$ cat src/rtl/chord_song_reader_if.sv
// Song-reader bus: ROM read port, chord-player strobes and play/song control.
// The reader is the master; the ROM, player and controller side is the slave.
interface chord_song_reader_if #(
  parameter int SONG_BITS  = 2,
  parameter int ADDR_WIDTH = 5
);
  logic                            play;
  logic [SONG_BITS-1:0]            song;
  logic                            activate_done;
  logic [15:0]                     rom_data;
  logic [SONG_BITS+ADDR_WIDTH-1:0] rom_addr;
  logic [5:0]                      note_to_load;
  logic [5:0]                      duration;
  logic                            load_new_note;
  logic                            activate;
  logic                            song_done;

  modport master (
    input  play, song, activate_done, rom_data,
    output rom_addr, note_to_load, duration, load_new_note, activate, song_done
  );

  modport slave (
    output play, song, activate_done, rom_data,
    input  rom_addr, note_to_load, duration, load_new_note, activate, song_done
  );
endinterface

$ cat src/rtl/chord_song_reader.sv
// Walks a song in synchronous ROM, issuing notes to the chord player and
// stalling on advance entries until the player's advance timer expires.
module chord_song_reader #(
  parameter int SONG_BITS  = 2,
  parameter int ADDR_WIDTH = 5
) (
  input  logic                clk,
  input  logic                reset,
  chord_song_reader_if.master bus
);

  typedef enum logic [2:0] {
    S_IDLE,
    S_FETCH,
    S_DECODE,
    S_ISSUE,
    S_WAIT_LOW,
    S_WAIT_ADV,
    S_DONE
  } state_t;

  localparam logic [ADDR_WIDTH-1:0] ADDR_ONE = {{(ADDR_WIDTH-1){1'b0}}, 1'b1};

  state_t                r_state;
  logic [SONG_BITS-1:0]  r_song;
  logic [ADDR_WIDTH-1:0] r_addr;
  logic [5:0]            r_note;
  logic [5:0]            r_dur;
  logic                  r_is_adv;

  logic w_end;
  logic w_adv;
  logic w_dur_zero;
  logic w_last;
  logic w_issue;

  assign w_end      = (bus.rom_data == 16'h0000);
  assign w_adv      = bus.rom_data[15];
  assign w_dur_zero = (bus.rom_data[8:3] == 6'd0);
  assign w_last     = &r_addr;

  // Every state except IDLE/DONE freezes completely while play is low; the
  // ROM address is held, so DECODE sees the same entry again on resume.
  always_ff @(posedge clk or negedge reset) begin
    if (!reset) begin
      r_state  <= S_IDLE;
      r_song   <= '0;
      r_addr   <= '0;
      r_note   <= '0;
      r_dur    <= '0;
      r_is_adv <= 1'b0;
    end else begin
      case (r_state)
        S_IDLE: begin
          if (bus.play) begin
            r_song  <= bus.song;
            r_addr  <= '0;
            r_state <= S_FETCH;
          end
        end
        S_FETCH: begin
          if (bus.play) r_state <= S_DECODE;
        end
        S_DECODE: begin
          if (bus.play) begin
            if (w_end) begin
              r_state <= S_DONE;
            end else if (w_adv && w_dur_zero) begin
              if (w_last) begin
                r_state <= S_DONE;
              end else begin
                r_addr  <= r_addr + ADDR_ONE;
                r_state <= S_FETCH;
              end
            end else begin
              r_note   <= bus.rom_data[14:9];
              r_dur    <= bus.rom_data[8:3];
              r_is_adv <= w_adv;
              r_state  <= S_ISSUE;
            end
          end
        end
        S_ISSUE: begin
          if (bus.play) begin
            if (r_is_adv) begin
              r_state <= S_WAIT_LOW;
            end else if (w_last) begin
              r_state <= S_DONE;
            end else begin
              r_addr  <= r_addr + ADDR_ONE;
              r_state <= S_FETCH;
            end
          end
        end
        S_WAIT_LOW: begin
          // One cycle for the player to load its counter before done is trusted.
          if (bus.play) r_state <= S_WAIT_ADV;
        end
        S_WAIT_ADV: begin
          if (bus.play && bus.activate_done) begin
            if (w_last) begin
              r_state <= S_DONE;
            end else begin
              r_addr  <= r_addr + ADDR_ONE;
              r_state <= S_FETCH;
            end
          end
        end
        S_DONE: begin
          if (!bus.play) r_state <= S_IDLE;
        end
        default: r_state <= S_IDLE;
      endcase
    end
  end

  assign w_issue = (r_state == S_ISSUE);

  assign bus.rom_addr      = {r_song, r_addr};
  assign bus.note_to_load  = r_note;
  assign bus.duration      = r_dur;
  assign bus.load_new_note = w_issue & bus.play;
  assign bus.activate      = w_issue & bus.play & r_is_adv;
  assign bus.song_done     = (r_state == S_DONE);

endmodule
$ cat src/flat_wrapper.sv
// flat-port wrapper written by rule: the top's interface ports become plain ports
module chord_song_reader_flat 
#(
  parameter int SONG_BITS  = 2,
  parameter int ADDR_WIDTH = 5
)
  (clk, reset, bus_play, bus_song, bus_activate_done, bus_rom_data, bus_rom_addr, bus_note_to_load, bus_duration, bus_load_new_note, bus_activate, bus_song_done);
  chord_song_reader_if #(.SONG_BITS(SONG_BITS), .ADDR_WIDTH(ADDR_WIDTH)) bus_i ();
  input  logic clk;
  input  logic reset;
  input wire logic [$bits(bus_i.play)-1:0] bus_play;
  input wire logic [$bits(bus_i.song)-1:0] bus_song;
  input wire logic [$bits(bus_i.activate_done)-1:0] bus_activate_done;
  input wire logic [$bits(bus_i.rom_data)-1:0] bus_rom_data;
  output wire logic [$bits(bus_i.rom_addr)-1:0] bus_rom_addr;
  output wire logic [$bits(bus_i.note_to_load)-1:0] bus_note_to_load;
  output wire logic [$bits(bus_i.duration)-1:0] bus_duration;
  output wire logic [$bits(bus_i.load_new_note)-1:0] bus_load_new_note;
  output wire logic [$bits(bus_i.activate)-1:0] bus_activate;
  output wire logic [$bits(bus_i.song_done)-1:0] bus_song_done;
  assign bus_i.play = bus_play;
  assign bus_i.song = bus_song;
  assign bus_i.activate_done = bus_activate_done;
  assign bus_i.rom_data = bus_rom_data;
  assign bus_rom_addr = bus_i.rom_addr;
  assign bus_note_to_load = bus_i.note_to_load;
  assign bus_duration = bus_i.duration;
  assign bus_load_new_note = bus_i.load_new_note;
  assign bus_activate = bus_i.activate;
  assign bus_song_done = bus_i.song_done;
  chord_song_reader #(.SONG_BITS(SONG_BITS), .ADDR_WIDTH(ADDR_WIDTH)) u_core (.clk(clk), .reset(reset), .bus(bus_i));
endmodule
$ cat config.mk
export PLATFORM = sky130hd
export DESIGN_NAME = chord_song_reader_flat
export DESIGN_NICKNAME = d
export VERILOG_FILES = /design/src/rtl/chord_song_reader_if.sv /design/src/rtl/chord_song_reader.sv /design/src/flat_wrapper.sv
export SDC_FILE = /design/constraint.sdc
export NUM_CORES = 1
export LEC_CHECK = 0
export ABC_AREA = 0
export CAP_MARGIN = 10
export CORE_MARGIN = 1.5
export CORE_UTILIZATION = 25
export DETAILED_ROUTE_END_ITERATION = 7
export PLACE_DENSITY_LB_ADDON = 0.3
export REMOVE_ABC_BUFFERS = 1
export SYNTH_ARGS = -nofsm -noshare
export SYNTH_HDL_FRONTEND = slang
export SYNTH_SLANG_ARGS = --single-unit
export TNS_END_PERCENT = 100
$ cat constraint.sdc
create_clock -name clk -period 2.2 [get_ports clk]
set_input_delay 0.44 -clock clk [delete_from_list [all_inputs] [get_ports clk]]
set_output_delay 0.44 -clock clk [all_outputs]
set_load 0.03 [all_outputs]
---- Word-level counts from Yosys, hierarchy flattened ----
Index checks and enable logic that the tools add are counted.
W data, S select, Z words.
storage, ports and cells
  flip-flop bits (word level) ............. 23
  bits of input ports ..................... 22
  output and inout bits ................... 22
  word-level logic and storage cells ...... 59
cells by class
  add/subtract/negate cells ............... 1
  equality and inequality tests ........... 16
  multiplexer cells ....................... 21
  bitwise logic cells ..................... 4
  reduce and logical (&&, ||, !) cells .... 11
operator list
  operator               number
  $mux W5                8
  $mux W3                11
  $pmux W3 S7            1
  $pmux W5 S4            1
  $logic_not A16 Y1      1
  $ne A2 B2 Y1 const B   8
  $eq A3 B3 Y1 const B   3
  $reduce_and A8 Y1      1
  $reduce_and A7 Y1      1
  $eq A3 B2 Y1 const B   2
  $logic_not A6 Y1       1
  $add A5 B1 Y5 const B  1
  $reduce_and A5 Y1      1
  $ne A2 B1 Y1 const B   2
  $reduce_and A4 Y1      1
  $reduce_bool A4 Y1     1
  $eq A3 B1 Y1 const B   1
  $logic_not A3 Y1       1
  $and A1 B1 Y1          2
  $logic_and A1 B1 Y1    2
  $not A1 Y1             2
  $reduce_and A2 Y1      1

---- Depth between registers and ports, before layout ----
Gate-level depths: netlist of the first run.
  depth after elaboration ................. 6
  depth in mapped cells ................... 8
  gate-level depth less buffers ........... 8

---- Least setup slack after synthesis of the first run ----
OpenSTA, ideal clock, no wires.
  path type ............................... in2out
  start point ............................. input bus_play
  end point ............................... output bus_activate
  arrival time ............................ 1.939 ns
  data required time ...................... 1.760 ns
  path slack .............................. -0.179 ns
  stages .................................. 4
  buffers on the path ..................... 1
  path through ............................ buf_4 nand2_1 nor3b_1 and2_1
on the way
  word-level cells in the longest chain between the ends .. 2
ends and longest elaborated chain
  element                line                      RTL
  start, declared        flat_wrapper.sv:11        input wire logic [$bits(bus_i.play)-1:0] bus_play;
  $and A1 B1 Y1          --
  via bus_load_new_note  flat_wrapper.sv:18        output wire logic [$bits(bus_i.load_new_note)-1:0] bus_load_new_note;
  $and A1 B1 Y1          chord_song_reader.sv:123  assign bus.activate = w_issue & bus.play & r_is_adv;
  end, declared          flat_wrapper.sv:19        output wire logic [$bits(bus_i.activate)-1:0] bus_activate;
The timed path passes the listed nets, and every way through them passes these cells.

---- Final worst setup path of the first run ----
  start point ............................. input bus_play
  end point ............................... output bus_activate
on the way
  word-level cells in the longest chain between the ends .. 2
ends and longest elaborated chain
  element                     line
  $and A1 B1 Y1 (2 in a row)  chord_song_reader.sv:123
No other way between the ends.

==> results of run 1 <==
-- how the worst max path moves through the flow --
| stage | from | to | slack (ns) | cells past startpoint |
|---|---|---|---|---|
| 3_3_place_gp | bus_rom_data[11] | u_core.bus.note_to_load[4] | -0.09 | 6 |
| 2_1_floorplan | u_core.r_state[1] | bus_activate | -0.20 | 3 |
| 3_5_place_dp | bus_rom_data[11] | u_core.bus.note_to_load[3] | -0.14 | 6 |
| 5_1_grt | bus_rom_data[11] | u_core.bus.note_to_load[4] | 0.01 | 6 |
| 6_report | bus_play | bus_activate | 0.12 | 5 |
| 4_1_cts | bus_play | bus_activate | 0.13 | 5 |
-- power by group --
group / switching [W] / internal (W)
combinational: 0.000744 / 0.000641
sequential: 0.000125 / 0.000611
clock: 0.000144 / 0.000128
-- final cells by class --
class	instances	area (um2)	share of cell area
clock buffer	3	41.29	0.02175
tap	67	83.83	0.04417
clock inverter	1	7.507	0.003955
timing repair buffer	59	545.5	0.2874
sequential	23	575.6	0.3032
multi-input combinational	92	629.4	0.3316
inverter	4	15.01	0.007910
-- flip-flops by register name (all words and copies together), names as in the netlist --
register and flops:
u_core.bus.duration 6, u_core.bus.note_to_load 6, u_core.r_state 3, u_core.r_is_adv 1, u_core.r_song 2, u_core.r_addr 5
-- cells in the mapped netlist (2+ instances only) --
library cell	instances
a21oi_1	4
a22o_1	2
a32o_1	2
and3_1	2
buf_2	2
buf_4	2
dfrtp_1	23
ha_1	2
inv_1	3
mux2_1	2
mux2_2	5
mux2_4	3
mux2i_1	4
nand2_1	25
nand3_1	3
nand4_1	3
nor2_1	10
nor2b_1	4
nor3b_1	2
nor4_1	2
o21ai_0	5
-- stage by stage --
step	cell area, um2	power (W)
after global placement	1849	0.002106
after floorplan	1220	0.001546
after CTS	1898	0.002420
after global routing	1898	0.002563
after detailed placement	1849	0.002135
final	1898	0.002392
-- layer usage --
layer	wire (um)	up-vias	track usage
met1	1382	545	0.1561
met4	32	0	0.04527
met3	148	4	0.04252
li1	-	554	-
met2	1577	33	0.2182
met5	0	-	0
-- logic make-up after synthesis --
kind of cell / count (synthesis) / share of synthesized area
and+or+nand+nor: 56 / 0.2341
DFF: 23 / 0.4582
AOI/OAI and AO/OA: 20 / 0.1165
muxes: 14 / 0.1305
buffers and inverters: 9 / 0.04083
adders and majority gates: 2 / 0.01992
-- critical path, stage by stage --
cell,delay (ns)
clkdlybuf4s50_1,0.52
nand2_1,0.10
nor3b_1,0.26
and2_1,0.17
buf_4,0.15
==> results by group, run 1 <==
Yosys
  – Synth top area share: 0.4582
  – Top_reg_cell synth: dfrtp_1
  – Yosys cell types: 35
  – Synth Register Bits: 23
  – Register area share after synthesis: 0.4582
  – Post-Synthesis Cells: ~120
  – Post-synth EDFFs: 0
  – Ys Warns: 0
  – Cell Area, Synth: around 1300 um2
  – Syn avg cell area: just over 10 um2
  – Fraction of registers with async set/reset: 1.000
  – Ranking of synthesized cells by area: dfrtp_1, nand2_1, mux2_2, mux2_4, mux2i_1
  – Synth area leader: dfrtp_1

Worst setup path
  – Reg2Reg Depth: 9
  – R2r startpoint: u_core.r_addr[0]
  – Crit path DAT: roughly 1.6 ns
  – Crit. End Element: primary output
  – Reg2reg setup slack: 0.24 ns
  – Data required, critical path: about 1.8 ns
  – Startpoint Class: input port
  – Crit Path Class: in -> out
  – Worst-path maximum fanout: 2
  – Worst flop-to-flop path endpoint: u_core.r_state[1]

Clock network
  – Num CTS Buffers: 3
  – Post-CTS setup buffers: 0
  – Reg clk slew, reported paths: 0.09 ns
  – Resized Gates After CTS: 0
  – CTS tree: built
  – Hold_buf cts: 0
  – H-tree Lvls: 1
  – Clock sinks: 23
  – Root Driver: clkbuf_8
  – Clock Latency Late Sink: 0.26 ns
  – Maximum clock path buffer count: 2

Die
  – Ports: 44
  – Chip height: 73.89 um
  – Starting Density: 0.2625
  – Die area: 5459 um2
  – Num rows: 25
  – Core footprint: approximately 4800 um2
  – Die Span X: 73.89 um

Global route
  – GRT overflow: 0
  – Total global-route track usage: 0.1303
  – Largest net degree at the start of global routing: 24
  – Global-route wire length before repair: 5430 um
  – Number of global-route vias before repair: 1196
  – Antenna violations before repair: 0

Route
  – Drt first pass iters: 4
  – DRC Markers: 0
  – Initial drt markers: 42
  – Routed Antenna Nets: 0
  – Via Count: between 1000 and 1500
  – Routed WL: ~3100 um
  – Routed len/inst: 12.61 um
  – Via density: 4.562

Final layout
  – Layout cells sized above 1: 0.2033
  – Most common cell after layout, fill and taps aside: clkdlybuf4s50_1
  – Final Non-Filler Cells: roughly 250
  – Final core utilization: 0.3966
  – Fillers: 458
  – Most frequent cells in the layout: clkdlybuf4s50_1, nand2_1, dfrtp_1
  – Antenna diodes: 0
  – Area grow syn2layout: 51.10%
  – Fin nets: about 210

Timing
  – Final hold slack: 0.4925 ns
  – Total negative slack: 0 ns
  – Period utilisation layout: 0.9469
  – Endpoints failing setup: 0
  – Minimum clock period: 2.083 ns
  – RSZ-0062 raised after global routing: no
  – Max Freq: between 400 and 500 MHz
  – Final hold violation count: 0
  – Max Clock Skew: approximately 0.0018 ns
  – Final slew viol count: 0
  – Final WS setup: 0.1167 ns
  – Max_slew headroom: 0.6920
  – Worst Max-Slew Pin Slew: ~0.46 ns

Run
  – Maxcap violations: 0

Pwr
  – Peak VDD IR: a little over 0.6 mV
  – Power Density: roughly 1300 nW/um2
  – Lkg Pwr: between 0.8 and 0.9 nW

Outcome
  – Outcome: finished, final reports clean

Place
  – Routability Congestion: ~0.84
  – IO Port Bufs: 43
  – HPWL after DPL: 2477 um
  – DP Worst Slack: -0.1411 ns
  – Inst Count DP: roughly 250

Min path
  – Hold endpoint: u_core.bus.duration[1]
  – HP Class: reg -> reg
  – Min-Delay Path Depth: 2
  – Hold_sp: u_core.bus.duration[1]
(Power assumes the default switching activity.)
==> run 2, diff against run 1 <==
- REMOVE_ABC_BUFFERS: 1 -> default
==> results by group, run 2 (synthesis gave the netlist of run 1 again) <==
Outcome
  – Outcome: finished, final reports clean

Final layout
  – Most common cell after layout, fill and taps aside: clkdlybuf4s50_1
  – Sequential cell area: 575.6 um2 (unchanged)
  – Fillers: 470 (+2.6%)
  – Multi-input gate area: 634.4 um2 (+0.80%)
  – Antenna diodes: 0 (unchanged)
  – Fin nets: 206 (-0.48%)
  – Final Non-Filler Cells: 248 (-0.40%)
  – Area grow syn2layout: 50.70%
  – Final core utilization: 0.3956 (-0.001045)
  – Most frequent cells in the layout: clkdlybuf4s50_1, nand2_1, dfrtp_1
  – Layout cells sized above 1: 0.2044 (+0.001123)

Route
  – DRC Markers: 0 (unchanged)
  – Metal2 WL: 1502 um (-4.8%)
  – Wire length on met3: 137 um (-7.4%)
  – Via density: 4.524 (-0.83%)
  – Met1 WL: 1360 um (-1.6%)
  – Drt first pass iters: 4 (unchanged)
  – Routed len/inst: 12.25 um (-2.9%)
  – Max layer used: met4
  – Routed Antenna Nets: 0 (unchanged)
  – Routed WL: 3038 um (-3.2%)
  – Via Count: 1122 (-1.2%)
  – Initial drt markers: 58 (+38%)

Pwr
  – Switching power: 0.0009986 W (-1.3%)
  – Lkg Pwr: 0.8211 nW (+0.15%)
  – Peak VDD IR: 0.5398 mV (-11%)
  – Comb pwr share: 0.583 (+0.004)
  – Sequential share of power: 0.308 (about the same)
  – Clk pwr share: 0.109 (-0.005)
  – Power Density: 1253 nW/um2 (-0.56%)
  – Int Power: 0.001374 W (-0.45%)
  – Sw frac: 0.4208 (-0.002168)

Die
  – Die Span X: 73.89 um (unchanged)
  – Die area: 5459 um2 (unchanged)
  – Chip height: 73.89 um (unchanged)
  – Core footprint: 4786 um2 (unchanged)
  – Num rows: 25 (unchanged)
  – Starting Density: 0.2625 (unchanged)
  – Ports: 44 (unchanged)

Global route
  – Total global-route track usage: 0.1253 (-0.004976)
  – Antenna violations before repair: 0 (unchanged)
  – Largest net degree at the start of global routing: 24 (unchanged)
  – Number of global-route vias before repair: 1179 (-1.4%)
  – Global-route wire length before repair: 5285 um (-2.7%)
  – GRT overflow: 0 (unchanged)

Timing
  – Max Clock Skew: 0.003995 ns (+0.002182 ns)
  – Final hold violation count: 0 (unchanged)
  – Final slew viol count: 0 (unchanged)
  – Max_slew headroom: 0.7027 (+0.01076)
  – Worst Max-Slew Pin Slew: 0.4418 ns (-0.01599 ns)
  – RSZ-0062 raised after global routing: no
  – Period utilisation layout: 0.9235 (-0.02343)
  – Endpoints failing setup: 0 (unchanged)
  – Minimum clock period: 2.032 ns (-0.05154 ns)
  – Max Freq: 492.2 MHz (+2.5%)

Place
  – Inst Count DP: 244 (-0.41%)
  – HPWL after DPL: 2378 um (-4.0%)
  – IO Port Bufs: 43 (unchanged)
  – Routability Congestion: 0.8062 (-4.4%)

Clock network
  – Num CTS Buffers: 3 (unchanged)
  – Clock Latency Late Sink: 0.26 ns (about the same)
  – Post-CTS setup buffers: 0 (unchanged)
  – Maximum clock path buffer count: 2 (unchanged)
  – Root Driver: clkbuf_8
  – CTS tree: built
  – H-tree Lvls: 1 (unchanged)
  – Hold_buf cts: 0 (unchanged)
  – Clock sinks: 23 (unchanged)
  – Resized Gates After CTS: 0 (unchanged)
  – Reg clk slew, reported paths: 0.08 ns (about the same)

Worst setup path
  – CP Buf/Inv Count: 2 (unchanged)
  – Crit path DAT: 2.18 ns (+0.54 ns)
  – Critical-path top delay cell: nor4_1
  – Crit Path Class: in -> reg
  – Worst-path maximum fanout: 7 (+5)
  – Crit-path max cell delay: 0.45 ns (-0.07 ns)
  – Crit. End Element: flop
  – Data required, critical path: 2.35 ns (+0.59 ns)
  – Top delay family on crit path: buffers and inverters
  – Startpoint Class: input port
  – Cells along the critical path: clkdlybuf4s50_1 > nor4_1 > a31oi_1 > o21ai_2 > buf_4 > mux2_2

Min path
  – HP Class: reg -> reg

Yosys
  – Syn Nets: around 150

Run
  – Maxcap violations: 0 (unchanged)
-- run 2: cell types whose count changed in the layout (fill, tap and decap cells not counted), sizes merged --
cell      before  now
buf           18   17
clkinv         0    1
clkinvlp       1    0
-- run 2: power by group through the flow --
stage | Sequential (W) | Clock (W) | Combinational, W
2_1_floorplan | 0.00105 | 0 | 0.000533
3_5_place_dp | 0.000741 | 0 | 0.00139
5_1_grt | 0.000763 | 0.000295 | 0.00149
4_1_cts | 0.000733 | 0.000275 | 0.00140
6_report | 0.000730 | 0.000259 | 0.00138
3_3_place_gp | 0.000731 | 0 | 0.00137
-- run 2: cell type report --
cell class              instances  share of cell area
clock inverters                 1            0.002644
clock buffers                   3             0.02181
inverters                       4            0.007931
multi-input cells              92              0.3351
repair buffers                 58              0.2842
flip-flops and latches         23              0.3040
well taps                      67             0.04428
-- run 2: metal layers --
| metal | track usage | vias to the layer above |
|---|---|---|
| met5 | 0 | - |
| met4 | 0.03909 | 0 |
| met3 | 0.03841 | 4 |
| met2 | 0.2142 | 27 |
| met1 | 0.1497 | 537 |
| li1 | - | 554 |
-- run 2: metrics by stage --
stage / setup slack [ns] / hold WS, ns / TNS [ns] / total power, W / area (um2)
finish: 0.1683 / 0.4797 / 0 / 0.002373 / 1893
global route: 0.05053 / 0.5040 / 0 / 0.002550 / 1893
CTS: 0.1556 / 0.4858 / 0 / 0.002409 / 1893
detailed placement: -0.1216 / 0.4687 / -0.8905 / 0.002134 / 1847
global placement: -0.09455 / 0.4587 / -0.5533 / 0.002100 / 1847
floorplan: 0.1647 / 0.1444 / 0 / 0.001587 / 1261
-- run 2: path summary, 6_finish.rpt --
check | to | slack, ns | cells past startpoint | from
min reg2reg | u_core.bus.duration[3] | 0.48 | 2 | u_core.bus.duration[3]
min in group asynchronous | u_core.bus.note_to_load[4] | 0.52 | 2 | reset
max reg2reg | u_core.r_addr[3] | 0.27 | 7 | u_core.r_addr[0]
max in group asynchronous | u_core.r_addr[4] | 1.45 | 2 | reset
max | u_core.bus.note_to_load[4] | 0.17 | 6 | bus_rom_data[11]
min | u_core.bus.duration[3] | 0.48 | 2 | u_core.bus.duration[3]
-- run 2: worst register-to-register path, stage by stage, from the launching register on --
cell	delay (ns)
dfrtp_1	0.42
ha_1	0.23
and3_1	0.18
ha_1	0.21
nand2_1	0.07
a32o_1	0.25
nand4_1	0.13
mux2_1	0.32
